==> src/rtl/packager_pkg.sv <==
// Shared state encoding and sizing helpers for frame_packager and its FIFO.
package packager_pkg;

   typedef enum logic [1:0] {
      IDLE    = 2'd0,
      ARM     = 2'd1,
      CAPTURE = 2'd2,
      FLUSH   = 2'd3
   } state_t;

   // FIFO entries carry {tuser, tlast, tdata}
   localparam int unsigned SIDEBAND_W = 2;

   function automatic int unsigned entry_w(input int unsigned data_w);
      return data_w + SIDEBAND_W;
   endfunction

   function automatic int unsigned clog2(input int unsigned n);
      int unsigned r;
      int unsigned v;
      r = 0;
      v = 1;
      while (v < n) begin
         v = v * 2;
         r = r + 1;
      end
      return r;
   endfunction

endpackage

==> src/rtl/packager_fifo.sv <==
// Synchronous FIFO with a registered output stage; an empty FIFO forwards a push straight
// into the output register so data appears one cycle after it is written.
module packager_fifo
   import packager_pkg::*;
#(
   parameter int unsigned WIDTH = 10,
   parameter int unsigned DEPTH = 16
) (
   input  logic             video_clk,
   input  logic             video_reset,
   input  logic             soft_reset,
   input  logic             push,
   input  logic [WIDTH-1:0] push_data,
   input  logic             pop_ready,
   output logic             out_valid,
   output logic [WIDTH-1:0] out_data,
   output logic             full,
   output logic             full_nxt_c
);

   localparam int unsigned PTR_W = clog2(DEPTH);
   localparam int unsigned CNT_W = PTR_W + 1;

   logic [WIDTH-1:0] mem [DEPTH];
   logic [PTR_W-1:0] wr_ptr;
   logic [PTR_W-1:0] rd_ptr;
   logic [CNT_W-1:0] cnt;
   logic [CNT_W-1:0] cnt_nxt;
   logic             load_out;
   logic             mem_rd;
   logic             mem_wr;
   logic             bypass;

   // Output register reloads whenever it is empty or being consumed
   always_comb begin
      load_out = !out_valid || pop_ready;
      mem_rd   = load_out && (cnt != '0);
      bypass   = load_out && (cnt == '0) && push;
      mem_wr   = push && !bypass;
      cnt_nxt  = cnt;
      if (mem_wr && !mem_rd) begin
         cnt_nxt = cnt + CNT_W'(1);
      end else if (!mem_wr && mem_rd) begin
         cnt_nxt = cnt - CNT_W'(1);
      end
   end

   assign full_nxt_c = (cnt_nxt == CNT_W'(DEPTH));

   always_ff @(posedge video_clk) begin
      if (mem_wr) begin
         mem[wr_ptr] <= push_data;
      end
   end

   always_ff @(posedge video_clk or posedge video_reset) begin
      if (video_reset) begin
         wr_ptr    <= '0;
         rd_ptr    <= '0;
         cnt       <= '0;
         full      <= 1'b0;
         out_valid <= 1'b0;
         out_data  <= '0;
      end else if (soft_reset) begin
         wr_ptr    <= '0;
         rd_ptr    <= '0;
         cnt       <= '0;
         full      <= 1'b0;
         out_valid <= 1'b0;
         out_data  <= '0;
      end else begin
         if (mem_wr) begin
            wr_ptr <= wr_ptr + PTR_W'(1);
         end
         if (mem_rd) begin
            rd_ptr <= rd_ptr + PTR_W'(1);
         end
         cnt  <= cnt_nxt;
         full <= full_nxt_c;
         if (load_out) begin
            if (mem_rd) begin
               out_valid <= 1'b1;
               out_data  <= mem[rd_ptr];
            end else if (bypass) begin
               out_valid <= 1'b1;
               out_data  <= push_data;
            end else begin
               out_valid <= 1'b0;
            end
         end
      end
   end

endmodule

==> src/rtl/frame_packager.sv <==
// Packs line_count video lines after start-of-frame into one AXI-Stream packet for a DMA.
// Define PACKAGER_STATS_EN to implement frame_count and sof_err_count.
module frame_packager
   import packager_pkg::*;
#(
   parameter int unsigned DATA_W     = 8,
   parameter int unsigned FIFO_DEPTH = 16,
   parameter int unsigned LCNT_W     = 16,
   parameter int unsigned CONTINUOUS = 1
) (
   input  logic              video_clk,
   input  logic              video_reset,
   input  logic              enable,
   input  logic              soft_reset,
   input  logic [LCNT_W-1:0] line_count,
   output logic [LCNT_W-1:0] lines_done,
   output logic              busy,
   input  logic [DATA_W-1:0] s_axis_tdata,
   input  logic              s_axis_tvalid,
   output logic              s_axis_tready,
   input  logic              s_axis_tuser,
   input  logic              s_axis_tlast,
   output logic [DATA_W-1:0] m_axis_tdata,
   output logic              m_axis_tvalid,
   input  logic              m_axis_tready,
   output logic              m_axis_tlast,
   output logic              m_axis_tuser,
   output logic [31:0]       frame_count,
   output logic [15:0]       sof_err_count
);

   localparam int unsigned ENTRY_W = entry_w(DATA_W);
   localparam int unsigned LNUM_W  = LCNT_W + 1;

   typedef struct packed {
      logic              user;
      logic              last;
      logic [DATA_W-1:0] data;
   } beat_t;

   state_t            state_q;
   state_t            state_nxt;
   logic [LCNT_W-1:0] lcnt_q;
   logic [LCNT_W-1:0] lcnt_nxt;
   logic [LCNT_W-1:0] lines_nxt;
   logic [LCNT_W-1:0] cnt_eff;
   logic              stop_q;
   logic              stop_nxt;
   logic              stop_now;
   logic              enable_q;
   logic              arm_req;
   logic              accept;
   logic              push;
   logic              pkt_end;
   logic              pop_last;
   logic              tready_nxt;
   logic              busy_nxt;
   logic              fifo_full;
   logic              fifo_full_nxt;
   logic [ENTRY_W-1:0] out_data;
   beat_t             push_beat;
   beat_t             out_beat;

   assign accept   = s_axis_tvalid && s_axis_tready;
   assign cnt_eff  = (line_count == '0) ? LCNT_W'(1) : line_count;
   assign arm_req  = (CONTINUOUS != 0) ? enable : (enable && !enable_q);
   assign pop_last = m_axis_tvalid && m_axis_tready && m_axis_tlast;

   // Next state, line counting and FIFO write decision
   always_comb begin
      state_nxt = state_q;
      lcnt_nxt  = lcnt_q;
      lines_nxt = lines_done;
      stop_nxt  = stop_q;
      stop_now  = 1'b0;
      push      = 1'b0;
      pkt_end   = 1'b0;
      push_beat = '{user: 1'b0, last: 1'b0, data: s_axis_tdata};
      case (state_q)
         IDLE: begin
            if (arm_req) begin
               state_nxt = ARM;
            end
         end
         ARM: begin
            if (!enable) begin
               state_nxt = IDLE;
            end else if (accept && s_axis_tuser) begin
               state_nxt      = CAPTURE;
               lcnt_nxt       = cnt_eff;
               lines_nxt      = '0;
               stop_nxt       = 1'b0;
               push           = 1'b1;
               push_beat.user = 1'b1;
               if (s_axis_tlast) begin
                  lines_nxt = LCNT_W'(1);
                  pkt_end   = (cnt_eff == LCNT_W'(1));
               end
            end
         end
         CAPTURE: begin
            stop_now = stop_q || !enable;
            stop_nxt = stop_now;
            if (accept) begin
               push = 1'b1;
               if (s_axis_tlast) begin
                  if (lines_done != '1) begin
                     lines_nxt = lines_done + LCNT_W'(1);
                  end
                  // a dropped enable truncates the packet at this line end
                  pkt_end = stop_now ||
                            ((LNUM_W'(lines_done) + LNUM_W'(1)) == LNUM_W'(lcnt_q));
               end
            end
         end
         FLUSH: begin
            if (pop_last) begin
               state_nxt = (enable && (CONTINUOUS != 0)) ? ARM : IDLE;
            end
         end
         default: begin
            state_nxt = IDLE;
         end
      endcase
      if (pkt_end) begin
         push_beat.last = 1'b1;
         state_nxt      = FLUSH;
      end
   end

   // Registered source-side ready and busy, derived from the next state
   always_comb begin
      tready_nxt = 1'b0;
      case (state_nxt)
         IDLE, ARM: tready_nxt = 1'b1;
         CAPTURE:   tready_nxt = !fifo_full_nxt;
         default:   tready_nxt = 1'b0;
      endcase
      busy_nxt = (state_nxt == CAPTURE) || (state_nxt == FLUSH);
   end

   always_ff @(posedge video_clk or posedge video_reset) begin
      if (video_reset) begin
         state_q       <= IDLE;
         lcnt_q        <= '0;
         lines_done    <= '0;
         stop_q        <= 1'b0;
         enable_q      <= 1'b0;
         s_axis_tready <= 1'b0;
         busy          <= 1'b0;
      end else if (soft_reset) begin
         state_q       <= IDLE;
         lcnt_q        <= '0;
         lines_done    <= '0;
         stop_q        <= 1'b0;
         enable_q      <= enable;
         s_axis_tready <= 1'b0;
         busy          <= 1'b0;
      end else begin
         state_q       <= state_nxt;
         lcnt_q        <= lcnt_nxt;
         lines_done    <= lines_nxt;
         stop_q        <= stop_nxt;
         enable_q      <= enable;
         s_axis_tready <= tready_nxt;
         busy          <= busy_nxt;
      end
   end

   packager_fifo #(
      .WIDTH (ENTRY_W),
      .DEPTH (FIFO_DEPTH)
   ) u_fifo (
      .video_clk   (video_clk),
      .video_reset (video_reset),
      .soft_reset  (soft_reset),
      .push        (push),
      .push_data   (push_beat),
      .pop_ready   (m_axis_tready),
      .out_valid   (m_axis_tvalid),
      .out_data    (out_data),
      .full        (fifo_full),
      .full_nxt_c  (fifo_full_nxt)
   );

   assign out_beat     = out_data;
   assign m_axis_tdata = out_beat.data;
   assign m_axis_tlast = out_beat.last;
   assign m_axis_tuser = out_beat.user;

`ifdef PACKAGER_STATS_EN
   logic [31:0] frame_q;
   logic [15:0] sof_err_q;

   // frame_count wraps, sof_err_count saturates
   always_ff @(posedge video_clk or posedge video_reset) begin
      if (video_reset) begin
         frame_q   <= '0;
         sof_err_q <= '0;
      end else if (soft_reset) begin
         frame_q   <= '0;
         sof_err_q <= '0;
      end else begin
         if ((state_q == FLUSH) && pop_last) begin
            frame_q <= frame_q + 32'd1;
         end
         if ((state_q == CAPTURE) && accept && s_axis_tuser && (sof_err_q != '1)) begin
            sof_err_q <= sof_err_q + 16'd1;
         end
      end
   end

   assign frame_count   = frame_q;
   assign sof_err_count = sof_err_q;
`else
   assign frame_count   = '0;
   assign sof_err_count = '0;
`endif

endmodule

==> config.mk <==
export PLATFORM = sky130hd
export DESIGN_NAME = frame_packager
export DESIGN_NICKNAME = d
export VERILOG_FILES = /design/src/rtl/packager_pkg.sv /design/src/rtl/packager_fifo.sv /design/src/rtl/frame_packager.sv
export SDC_FILE = /design/constraint.sdc
export NUM_CORES = 1
export LEC_CHECK = 0
export CAP_MARGIN = 10
export CELL_PAD_IN_SITES_DETAIL_PLACEMENT = 1
export CELL_PAD_IN_SITES_GLOBAL_PLACEMENT = 2
export CORE_UTILIZATION = 40
export CTS_BUF_LIST = sky130_fd_sc_hd__clkbuf_16
export DETAILED_ROUTE_END_ITERATION = 12
export PLACE_DENSITY = 0.82
export SLEW_MARGIN = 10
export SYNTH_ARGS = -nofsm -noshare
export SYNTH_HDL_FRONTEND = slang
export SYNTH_SLANG_ARGS = --single-unit
==> constraint.sdc <==
create_clock -name video_clk -period 3.1 [get_ports video_clk]
set_clock_uncertainty 0.05 [all_clocks]
set_input_delay 0.62 -clock video_clk [delete_from_list [all_inputs] [get_ports video_clk]]
set_output_delay 0.62 -clock video_clk [all_outputs]
set_load 0.02 [all_outputs]
==> results.yml, run 1 <==
job:
  maxCapViolCount: 0
sta:
  rsz0062_at_grt: "no"
  slew_violations: 0
  hold_viol: 0
  setup_viol: 0
  worst_slack_ns: 0.1912
  worst_pin_slew_ns: 1.109
  slew_headroom: 0.2582
  fmax_ghz: 0.3438
  min_period_ns: 2.909
  finalCritPeriodShare: 0.9383
  tns_ns: 0
cts:
  hold_buffers: 0
  cts-root-buf: "clkbuf_16"
  cts_sinks: 221
  path_clk_slew_ns: 0.07
  h-tree-depth: 1
  insertion_delay_ns: 0.53
  cts_buffers: 25
  cts_tree: "done"
  clock_path_buffers: 3
placed_design:
  io_buffers: 60
  post-dp-hpwl_um: 18260
  pre_cts_ws_ns: 0.03017
  place.gp.congestion: 0.8407
  place_area_um2: 11560
setup_path:
  worstPathCellList: "and3_1, nand3_1, mux2i_1, or4_4, nor4_4, a31oi_1, inv_1, buf_12"
  path_buf_inv: 2
  cp-start-kind: "register"
  cp_top_family: "simple AND/OR/NAND/NOR gates"
  reg2regPathDepth: 8
  required_ns: 3.44
  crit_start: "lines_done[6]"
  r2r_start: "lines_done[6]"
  cp_max_fo: 16
  cp_slowest_cell: "or4_4"
  crit_type: "reg2reg"
  cpPeakStageDelay_ns: 0.57
  cp.depth: 8
  endpoint_kind: "register"
  cp.arrival_ns: 3.25
grt:
  grt_use_total: 0.2046
  grt_pass1_vias: 6843
  antenna_found_initial: 0
  grt_first_pass_wirelength_um: 40590
  grt_max_degree: 44
  grt_overflow: 0
final_layout:
  drive_gt1_frac: 0.1880
  diodes: 0
  final_area_um2: 12350
  final_cell_mix: "edfxtp_1 (160), dfrtp_1 (60), clkdlybuf4s50_1 (60)"
  fin_nets: 863
  fin_util: 0.4917
  final_common_cell: "edfxtp_1"
  syn_to_final_growth_pct: 20.87
synth:
  ys_types: 56
  netlist_instances: 711
  synth_edf_count: 160
  ys_ff_latch: 221
  yosys_warnings: 0
  synth-seq-area-share: 0.6199
  async_flop_share: 0.2760
  synth_area_um2: 10210
  synthFlopType: "edfxtp_1"
  syn_avg_cell_area_um2: 14.37
die:
  start_util: 0.4068
  io-pin-count: 109
  core_um2: 25110
  dieArea_um2: 26180
  die_y_um: 161.8
  fp.dieW_um: 161.8
  fp-row-count: 58
detailed_routing:
  drt_iter0_markers: 569
  num_vias: 6408
  drc: 0
  dr.pass1.iters: 5
  wl_per_cell_um: 22.30
  ant_nets: 0
  viasPerCell: 5.500
  wirelength_um: 25980
power_and_ir_drop:
  power.leakage_nw: 4.531
  ir_worst_vdd_mv: 0.3774
  p_per_area_nw_per_um2: 674.8
outcome:
  outcome: "complete, no violations"
worst_hold_path:
  hold_path_class: "in2async"
==> Yosys cell counts (3+ instances only) <==
| library cell | number | share of area |
|---|---|---|
| mux2i_1 | 6 | 0.0059 |
| ha_1 | 12 | 0.015 |
| nand4_1 | 12 | 0.0074 |
| xnor2_1 | 19 | 0.016 |
| nor2b_1 | 7 | 0.0043 |
| mux4_2 | 50 | 0.11 |
| o31ai_1 | 6 | 0.0044 |
| a31oi_1 | 4 | 0.0024 |
| nor4_1 | 8 | 0.0049 |
| clkbuf_1 | 25 | 0.0092 |
| or2_2 | 3 | 0.0018 |
| nor4b_1 | 4 | 0.0034 |
| a22o_1 | 14 | 0.012 |
| buf_2 | 7 | 0.0034 |
| a311oi_1 | 9 | 0.0077 |
| nor2_1 | 52 | 0.019 |
| nand2b_1 | 8 | 0.0049 |
| dfrtp_1 | 61 | 0.15 |
| nor3_1 | 3 | 0.0015 |
| a211oi_1 | 3 | 0.0022 |
| a211o_1 | 3 | 0.0026 |
| a21oi_1 | 18 | 0.0088 |
| and4_1 | 3 | 0.0026 |
| inv_1 | 11 | 0.0040 |
| nand3_1 | 10 | 0.0049 |
| xor2_1 | 11 | 0.0094 |
| buf_4 | 51 | 0.037 |
| nand2_1 | 46 | 0.017 |
| o21ai_0 | 32 | 0.016 |
| and3_1 | 6 | 0.0037 |
| o41ai_1 | 3 | 0.0026 |
| edfxtp_1 | 160 | 0.47 |
| and2_1 | 17 | 0.010 |
==> sequential cells by signal, indices dropped and copies added (netlist names) <==
| register | cells |
|---|---|
| u_fifo.wr_ptr | 4 |
| u_fifo.cnt | 5 |
| u_fifo.rd_ptr | 4 |
| s_axis_tready | 1 |
| u_fifo.out_valid | 1 |
| lcnt_q | 16 |
| lines_done | 16 |
| busy | 1 |
| state_q | 2 |
| stop_q | 1 |
| u_fifo.mem | 160 |
| u_fifo.out_data | 10 |
==> final timing paths <==
check | to | slack (ns)
setup / recovery | u_fifo.mem[0][8] | 0.19
hold / removal | lines_done[6] | 0.40
setup reg to reg | u_fifo.mem[0][8] | 0.19
hold reg to reg | lcnt_q[3] | 0.49
max in group asynchronous | u_fifo.wr_ptr[3] | 1.96
min in group video_clk | lcnt_q[3] | 0.49
==> cell families after synthesis <==
group,count (synthesis),share of synthesized area
AOI/OAI and AO/OA,102,0.06664
other,1,0.0003672
and+or+nand+nor,192,0.1006
adders and majority gates,12,0.01470
DFF,221,0.6199
xor gates and xnor gates,30,0.02573
buffers and inverters,97,0.05598
muxes,56,0.1161
==> power by group <==
group          leakage (nW)  switching, mW  total (mW)  internal, mW
clock                 0.401           1.18        2.82          1.64
sequential             2.29          0.151        3.43          3.28
combinational          1.84           1.14        2.08         0.940
==> worst register-to-register path, cell delays in order, from the launching register on <==
cell     delay, ns
dfrtp_1       0.51
and3_1        0.37
nand3_1       0.18
mux2i_1       0.16
or4_4         0.57
nor4_4        0.31
a31oi_1       0.28
inv_1         0.19
buf_12        0.15
==> metal layers <==
metal / share of wire / routed length, µm / vias up / track usage
li1: - / - / 2831 / -
met1: 0.43 / 11090 / 3384 / 0.2688
met2: 0.52 / 13510 / 162 / 0.3627
met3: 0.038 / 983 / 31 / 0.02477
met4: 0.016 / 408 / 0 / 0.04503
met5: 0 / 0 / - / 0
==> area by class of cell <==
| cell class | count | area (µm²) |
|---|---|---|
| tap | 330 | 412.9 |
| multi-input combinational | 440 | 3488 |
| inverter | 11 | 41.29 |
| sequential | 221 | 6332 |
| clock buffer | 25 | 625.6 |
| fill | 2507 | 12760 |
| clock inverter | 18 | 156.4 |
| timing repair buffer | 120 | 1289 |
==> metrics by stage <==
step                      hold WS, ns  power, mW  std cells
after floorplan                0.4433      4.791        758
after global placement         0.4621      5.497       1122
after detailed placement       0.4664      5.578       1122
after CTS                      0.4090      8.401       1165
after global routing           0.4427      8.671       1165
final                          0.4028      8.331       1165
==> what timing repair did <==
item	in CTS	in global routing
buffers inserted	0	0
resized for setup	0	1
setup endpoints to repair	0	16
Note: power is estimated with default switching activity, not from simulation.
==> inputs of run 2 (changes only) <==
--- a/config.mk
+++ b/config.mk
@@ -11,6 +11,7 @@
 export CORE_UTILIZATION = 40
 export CTS_BUF_LIST = sky130_fd_sc_hd__clkbuf_16
 export DETAILED_ROUTE_END_ITERATION = 12
+export GPL_TIMING_DRIVEN = 0
 export PLACE_DENSITY = 0.82
 export SLEW_MARGIN = 10
 export SYNTH_ARGS = -nofsm -noshare
==> run 2 against run 1 <==
- combinational power hardly changed
- non-clock buffer count rose by 28
- die area did not move
- final area about the same
- first-iteration DRC count down 33%
- worst hold slack worse by 0.11 ns
- count of clock-buffer cells in the layout did not move
- critical path depth rose by 2
- global-route usage down 0.56 points
- power grew 0.11%
- register-to-register slack got worse by 0.05 ns
- highest routed layer unchanged
==> results.yml, run 2 (synthesis results as in run 1) <==
sta:
  setup_viol: 0
  worst_slack_ns: 0.1406
  hold_viol: 0
  tns_ns: 0
  fmax_ghz: 0.3379
  finalCritPeriodShare: 0.9546
  timing.hold.ws_ns: 0.2914
  slew_violations: 0
  rsz0062_at_grt: "no"
  worst_pin_slew_ns: 0.9332
  slew_headroom: 0.3779
  min_period_ns: 2.959
grt:
  grt_overflow: 0
  grt_first_pass_wirelength_um: 39820
  antenna_found_initial: 0
  grt_max_degree: 54
  grt_use_total: 0.1991
  grt_pass1_vias: 6648
final_layout:
  syn_to_final_growth_pct: 20.83
  regMostFlops: "u_fifo.mem"
  fin_nets: 892
  final_common_cell: "edfxtp_1"
  diodes: 0
  drive_gt1_frac: 0.2136
  final_area_um2: 12340
  fillers: 2520
  top_regs: "u_fifo.mem x160, lcnt_q x16, lines_done x16"
  final_cell_mix: "edfxtp_1 (160), clkdlybuf4s50_1 (60), dfrtp_1 (59)"
  largest_register_ffs: 160
setup_path:
  cp-start-kind: "register"
  r2r_setup_slack_ns: 0.14
  required_ns: 3.44
  r2r_start: "lines_done[0]"
  r2r_end: "u_fifo.mem[12][8]"
  crit_start: "lines_done[0]"
  cpPeakStageDelay_ns: 0.56
  crit_type: "reg2reg"
  worstPathCellList: "ha_2, and3_1, buf_4, nand3_1, mux2i_1, or4_4, nor4_4, a31oi_4, inv_2, buf_12"
  cp_top_family: "simple AND/OR/NAND/NOR gates"
  cp.arrival_ns: 3.30
  cp_slowest_cell: "or4_4"
  path_buf_inv: 3
  cp_max_fo: 16
  reg2regPathDepth: 10
  endpoint_kind: "register"
power_and_ir_drop:
  p_per_area_nw_per_um2: 675.8
  clkPwrFrac: 0.347
  power.leakage_nw: 4.577
  ir_worst_vdd_mv: 0.4988
  p_sw_mw: 2.458
  swShare: 0.2948
  p_int_mw: 5.882
  pwr-share-seq: 0.407
  power_frac_comb: 0.246
placed_design:
  place.gp.congestion: 0.7894
  pre_cts_ws_ns: -0.6000
  post-dp-hpwl_um: 17750
  place_area_um2: 11430
  io_buffers: 60
cts:
  cts-root-buf: "clkbuf_16"
  cts_buffers: 25
  insertion_delay_ns: 0.53
  h-tree-depth: 1
  clock_path_buffers: 3
  path_clk_slew_ns: 0.06
  cts_tree: "done"
  cts_sinks: 221
detailed_routing:
  ant_nets: 0
  num_vias: 6357
  dr.pass1.iters: 4
  drt_iter0_markers: 382
  viasPerCell: 5.315
  drc: 0
  wl_per_cell_um: 21.10
  wirelength_um: 25240
die:
  start_util: 0.4068
  fp.dieW_um: 161.8
  die_y_um: 161.8
  fp-row-count: 58
  core_um2: 25110
  dieArea_um2: 26180
  io-pin-count: 109
job:
  maxCapViolCount: 0
worst_hold_path:
  hold_path_class: "in2async"
outcome:
  outcome: "complete, no violations"
[run 2: worst register-to-register path, stage by stage (launching register included)]
cell	delay, ns
dfrtp_2	0.48
ha_2	0.29
and3_1	0.17
buf_4	0.15
nand3_1	0.14
mux2i_1	0.15
or4_4	0.56
nor4_4	0.38
a31oi_4	0.18
inv_2	0.13
buf_12	0.14
[run 2: final cells by class]
cell class              instances  area (µm²)  area share
flip-flops and latches        221        6334      0.5132
multi-input cells             440        3553      0.2879
repair buffers                 64       663.1     0.05374
clock buffers                  25       625.6     0.05069
plain buffers                  84       528.0     0.04279
well taps                     330       412.9     0.03346
clock inverters                20       171.4     0.01389
inverters                      11       47.55    0.003853
repair inverters                1       5.005   0.0004056
[run 2: how the worst max path moves through the flow]
stage | slack, ns | cells past startpoint | end
3_5_place_dp | -0.60 | 9 | u_fifo.mem[7][1]
2_1_floorplan | 0.22 | 9 | u_fifo.mem[0][8]
3_3_place_gp | -0.57 | 9 | u_fifo.mem[5][1]
6_report | 0.14 | 10 | u_fifo.mem[12][8]
5_1_grt | 0.008 | 11 | lines_done[14]
4_1_cts | -0.08 | 9 | u_fifo.mem[3][4]
[run 2: layer usage]
| metal | up-vias | share of wire | track usage |
|---|---|---|---|
| met4 | 0 | 0.022 | 0.05489 |
| met3 | 44 | 0.045 | 0.02707 |
| li1 | 2892 | - | - |
| met2 | 147 | 0.48 | 0.3219 |
| met1 | 3274 | 0.45 | 0.2824 |
| met5 | - | 0 | 0 |
[run 2: power by group through the flow]
stage | sequential [mW] | clock [mW] | combinational [mW]
after floorplan | 3.50 | 0 | 1.29
after global placement | 3.45 | 0 | 2.00
after detailed placement | 3.45 | 0 | 2.06
after CTS | 3.39 | 2.95 | 2.07
after global routing | 3.41 | 3.06 | 2.24
final | 3.39 | 2.90 | 2.05
[run 2: metrics by stage]
| step | std cells | util | power, mW |
|---|---|---|---|
| 6_report | 1196 | 0.4915 | 8.340 |
| 5_1_grt | 1196 | 0.4915 | 8.708 |
| 3_3_place_gp | 1148 | 0.4542 | 5.452 |
| 2_1_floorplan | 758 | - | 4.791 |
| 3_5_place_dp | 1149 | 0.4554 | 5.516 |
| 4_1_cts | 1195 | 0.4891 | 8.411 |
[run 2: timing repair]
action,in CTS,in global routing
hold buffers,0,0
gates cloned,0,1
setup buffers,1,2
endpoints found under the setup margin,191,213
resized for setup,25,15
==> inputs of run 3 (changes only) <==
--- a/config.mk
+++ b/config.mk
@@ -8,11 +8,12 @@
 export CAP_MARGIN = 10
 export CELL_PAD_IN_SITES_DETAIL_PLACEMENT = 1
 export CELL_PAD_IN_SITES_GLOBAL_PLACEMENT = 2
-export CORE_UTILIZATION = 40
+export CORE_MARGIN = 2
+export CORE_UTILIZATION = 35
 export CTS_BUF_LIST = sky130_fd_sc_hd__clkbuf_16
 export DETAILED_ROUTE_END_ITERATION = 12
 export GPL_TIMING_DRIVEN = 0
-export PLACE_DENSITY = 0.82
+export PLACE_DENSITY = 0.74
 export SLEW_MARGIN = 10
 export SYNTH_ARGS = -nofsm -noshare
 export SYNTH_HDL_FRONTEND = slang
==> run 3 against run 2 <==
- clock power is 9.7% higher
- first-iteration DRC count shrank 5.8%
- non-clock buffer count rose by 2
- sequential share of layout area down 0.70 points
- fmax increased by 1.1%
- worst setup slack better by 0.031 ns
- sequential power hardly changed
- via count fell by 1.1%
- cell count is 4.7% higher
- die area rose by 17%
- combinational power hardly changed
==> results.yml, run 3 (synthesis results as in run 1) <==
outcome:
  outcome: "complete, no violations"
detailed_routing:
  ant_nets: 0
  num_vias: 6284
  drt_iter0_markers: 360
  viasPerCell: 5.019
  dr.pass1.iters: 6
  wirelength_um: 25840
  drc: 0
  wl_per_cell_um: 20.64
setup_path:
  cp_slowest_cell: "nor4_1"
  cpPeakStageDelay_ns: 0.62
  required_ns: 3.42
  crit_type: "reg2reg"
  cp_max_fo: 9
  cp.arrival_ns: 3.25
  worstPathCellList: "buf_2, nand4_1, nor4_1, xnor2_1, nand4_1, nor4_4, a31oi_4, inv_2, buf_4"
  crit_top_cell: "nand4_1"
  cp_top_family: "simple AND/OR/NAND/NOR gates"
  endpoint_kind: "register"
  cp-start-kind: "register"
  path_buf_inv: 3
die:
  core_um2: 28700
  die_y_um: 174.8
  fp.dieW_um: 174.8
  fp-row-count: 62
  start_util: 0.3558
  dieArea_um2: 30560
  io-pin-count: 109
placed_design:
  place_inst: 1203
  place.gp.congestion: 0.7887
  place_area_um2: 11500
  io_buffers: 60
  post-dp-hpwl_um: 18030
sta:
  tns_ns: 0
  worst_pin_slew_ns: 0.8597
  setup_viol: 0
  hold_viol: 0
  fmax_ghz: 0.3415
  finalCritPeriodShare: 0.9446
  slew_headroom: 0.4269
  slew_violations: 0
  min_period_ns: 2.928
  rsz0062_at_grt: "no"
final_layout:
  final_area_um2: 12510
  fillers: 2953
  multiInputGateArea_um2: 3565
  syn_to_final_growth_pct: 22.49
  largest_register_ffs: 160
  regMostFlops: "u_fifo.mem"
  top_regs: "u_fifo.mem x160, lcnt_q x16, lines_done x16"
  diodes: 0
  seq_area_um2: 6334
  final_common_cell: "edfxtp_1"
  fin_nets: 894
  final_cell_mix: "edfxtp_1 (160), clkdlybuf4s50_1 (60), dfrtp_1 (59)"
  drive_gt1_frac: 0.2281
  fin_util: 0.4359
  stdcell_count: 1252
cts:
  cts_buffers: 25
  clock_path_buffers: 3
  cts_sinks: 221
  cts_tree: "done"
  cts-root-buf: "clkbuf_16"
  insertion_delay_ns: 0.53
  h-tree-depth: 1
  path_clk_slew_ns: 0.06
grt:
  grt_overflow: 0
  grtUsageMet3: 0.02372
  grt_pass1_vias: 6609
  met1_usage: 0.2310
  grt_use_total: 0.1701
  grt_first_pass_wirelength_um: 39960
  grt_max_degree: 52
  grtUsageMet2: 0.2864
  antenna_found_initial: 0
  busiest_layer: "met2"
power_and_ir_drop:
  ir_worst_vdd_mv: 0.4440
  power.leakage_nw: 4.607
  p_per_area_nw_per_um2: 689.5
job:
  maxCapViolCount: 0
worst_hold_path:
  hold_path_class: "in2async"
[run 3: cell count changes in the layout (fill, tap and decap cells not counted), sizes merged]
cell,previous run,this run
clkinvlp,2,5
bufinv,3,6
buf,66,67
clkbuf,47,48
inv,19,13
[run 3: worst paths after layout]
path	from	to	slack, ns	depth (start not counted)
setup / recovery	lines_done[8]	u_fifo.mem[14][8]	0.17	9
hold / removal	video_reset	lines_done[3]	0.31	2
setup reg to reg	lines_done[8]	u_fifo.mem[14][8]	0.17	9
hold reg to reg	lcnt_q[15]	lcnt_q[15]	0.48	1
max in group asynchronous	video_reset	u_fifo.wr_ptr[1]	2.16	3
min in group video_clk	lcnt_q[15]	lcnt_q[15]	0.48	1
[run 3: metrics by stage]
step | hold WS, ns | power [mW] | setup WS, ns
6_report | 0.3142 | 8.626 | 0.1719
4_1_cts | 0.3042 | 8.710 | -0.03809
5_1_grt | 0.3241 | 8.964 | 0.005049
2_1_floorplan | 0.4433 | 4.791 | 0.2237
3_5_place_dp | 0.4657 | 5.504 | -0.5731
3_3_place_gp | 0.4613 | 5.465 | -0.5993
[run 3: area by class of cell]
type / instances / share of cell area
buffer: 84 / 0.04230
clock buffer: 25 / 0.05001
clock inverter: 20 / 0.02070
inverter: 11 / 0.003800
multi-input combinational: 440 / 0.2849
sequential: 221 / 0.5063
tap: 384 / 0.03840
timing repair buffer: 66 / 0.05321
timing repair inverter: 1 / 0.0004000
[run 3: power breakdown]
group,internal (mW),switching [mW]
sequential,3.28,0.111
clock,1.97,1.21
combinational,0.890,1.16
total,6.14,2.48
[run 3: worst register-to-register path: cells and delay by family, from the launching register on]
family / cells / cell delay (ns)
AOI/OAI and AO/OA: 1 / 0.18
DFF: 1 / 0.36
and+or+nand+nor: 4 / 1.44
buffers and inverters: 3 / 0.50
xor gates and xnor gates: 1 / 0.23
[run 3: what timing repair did]
item                                    4_1_cts  5_1_grt
resized for setup                            27       23
endpoints found under the setup margin      202      207
pin swaps                                     0        1
gates cloned                                  0        1
hold buffers                                  0        0
buffers inserted                              2        3
[run 3: metal layers]
layer,wire [µm],up-vias
met2,12730,133
met1,11500,3217
met3,1035,34
met4,566,0
li1,-,2900
met5,0,-
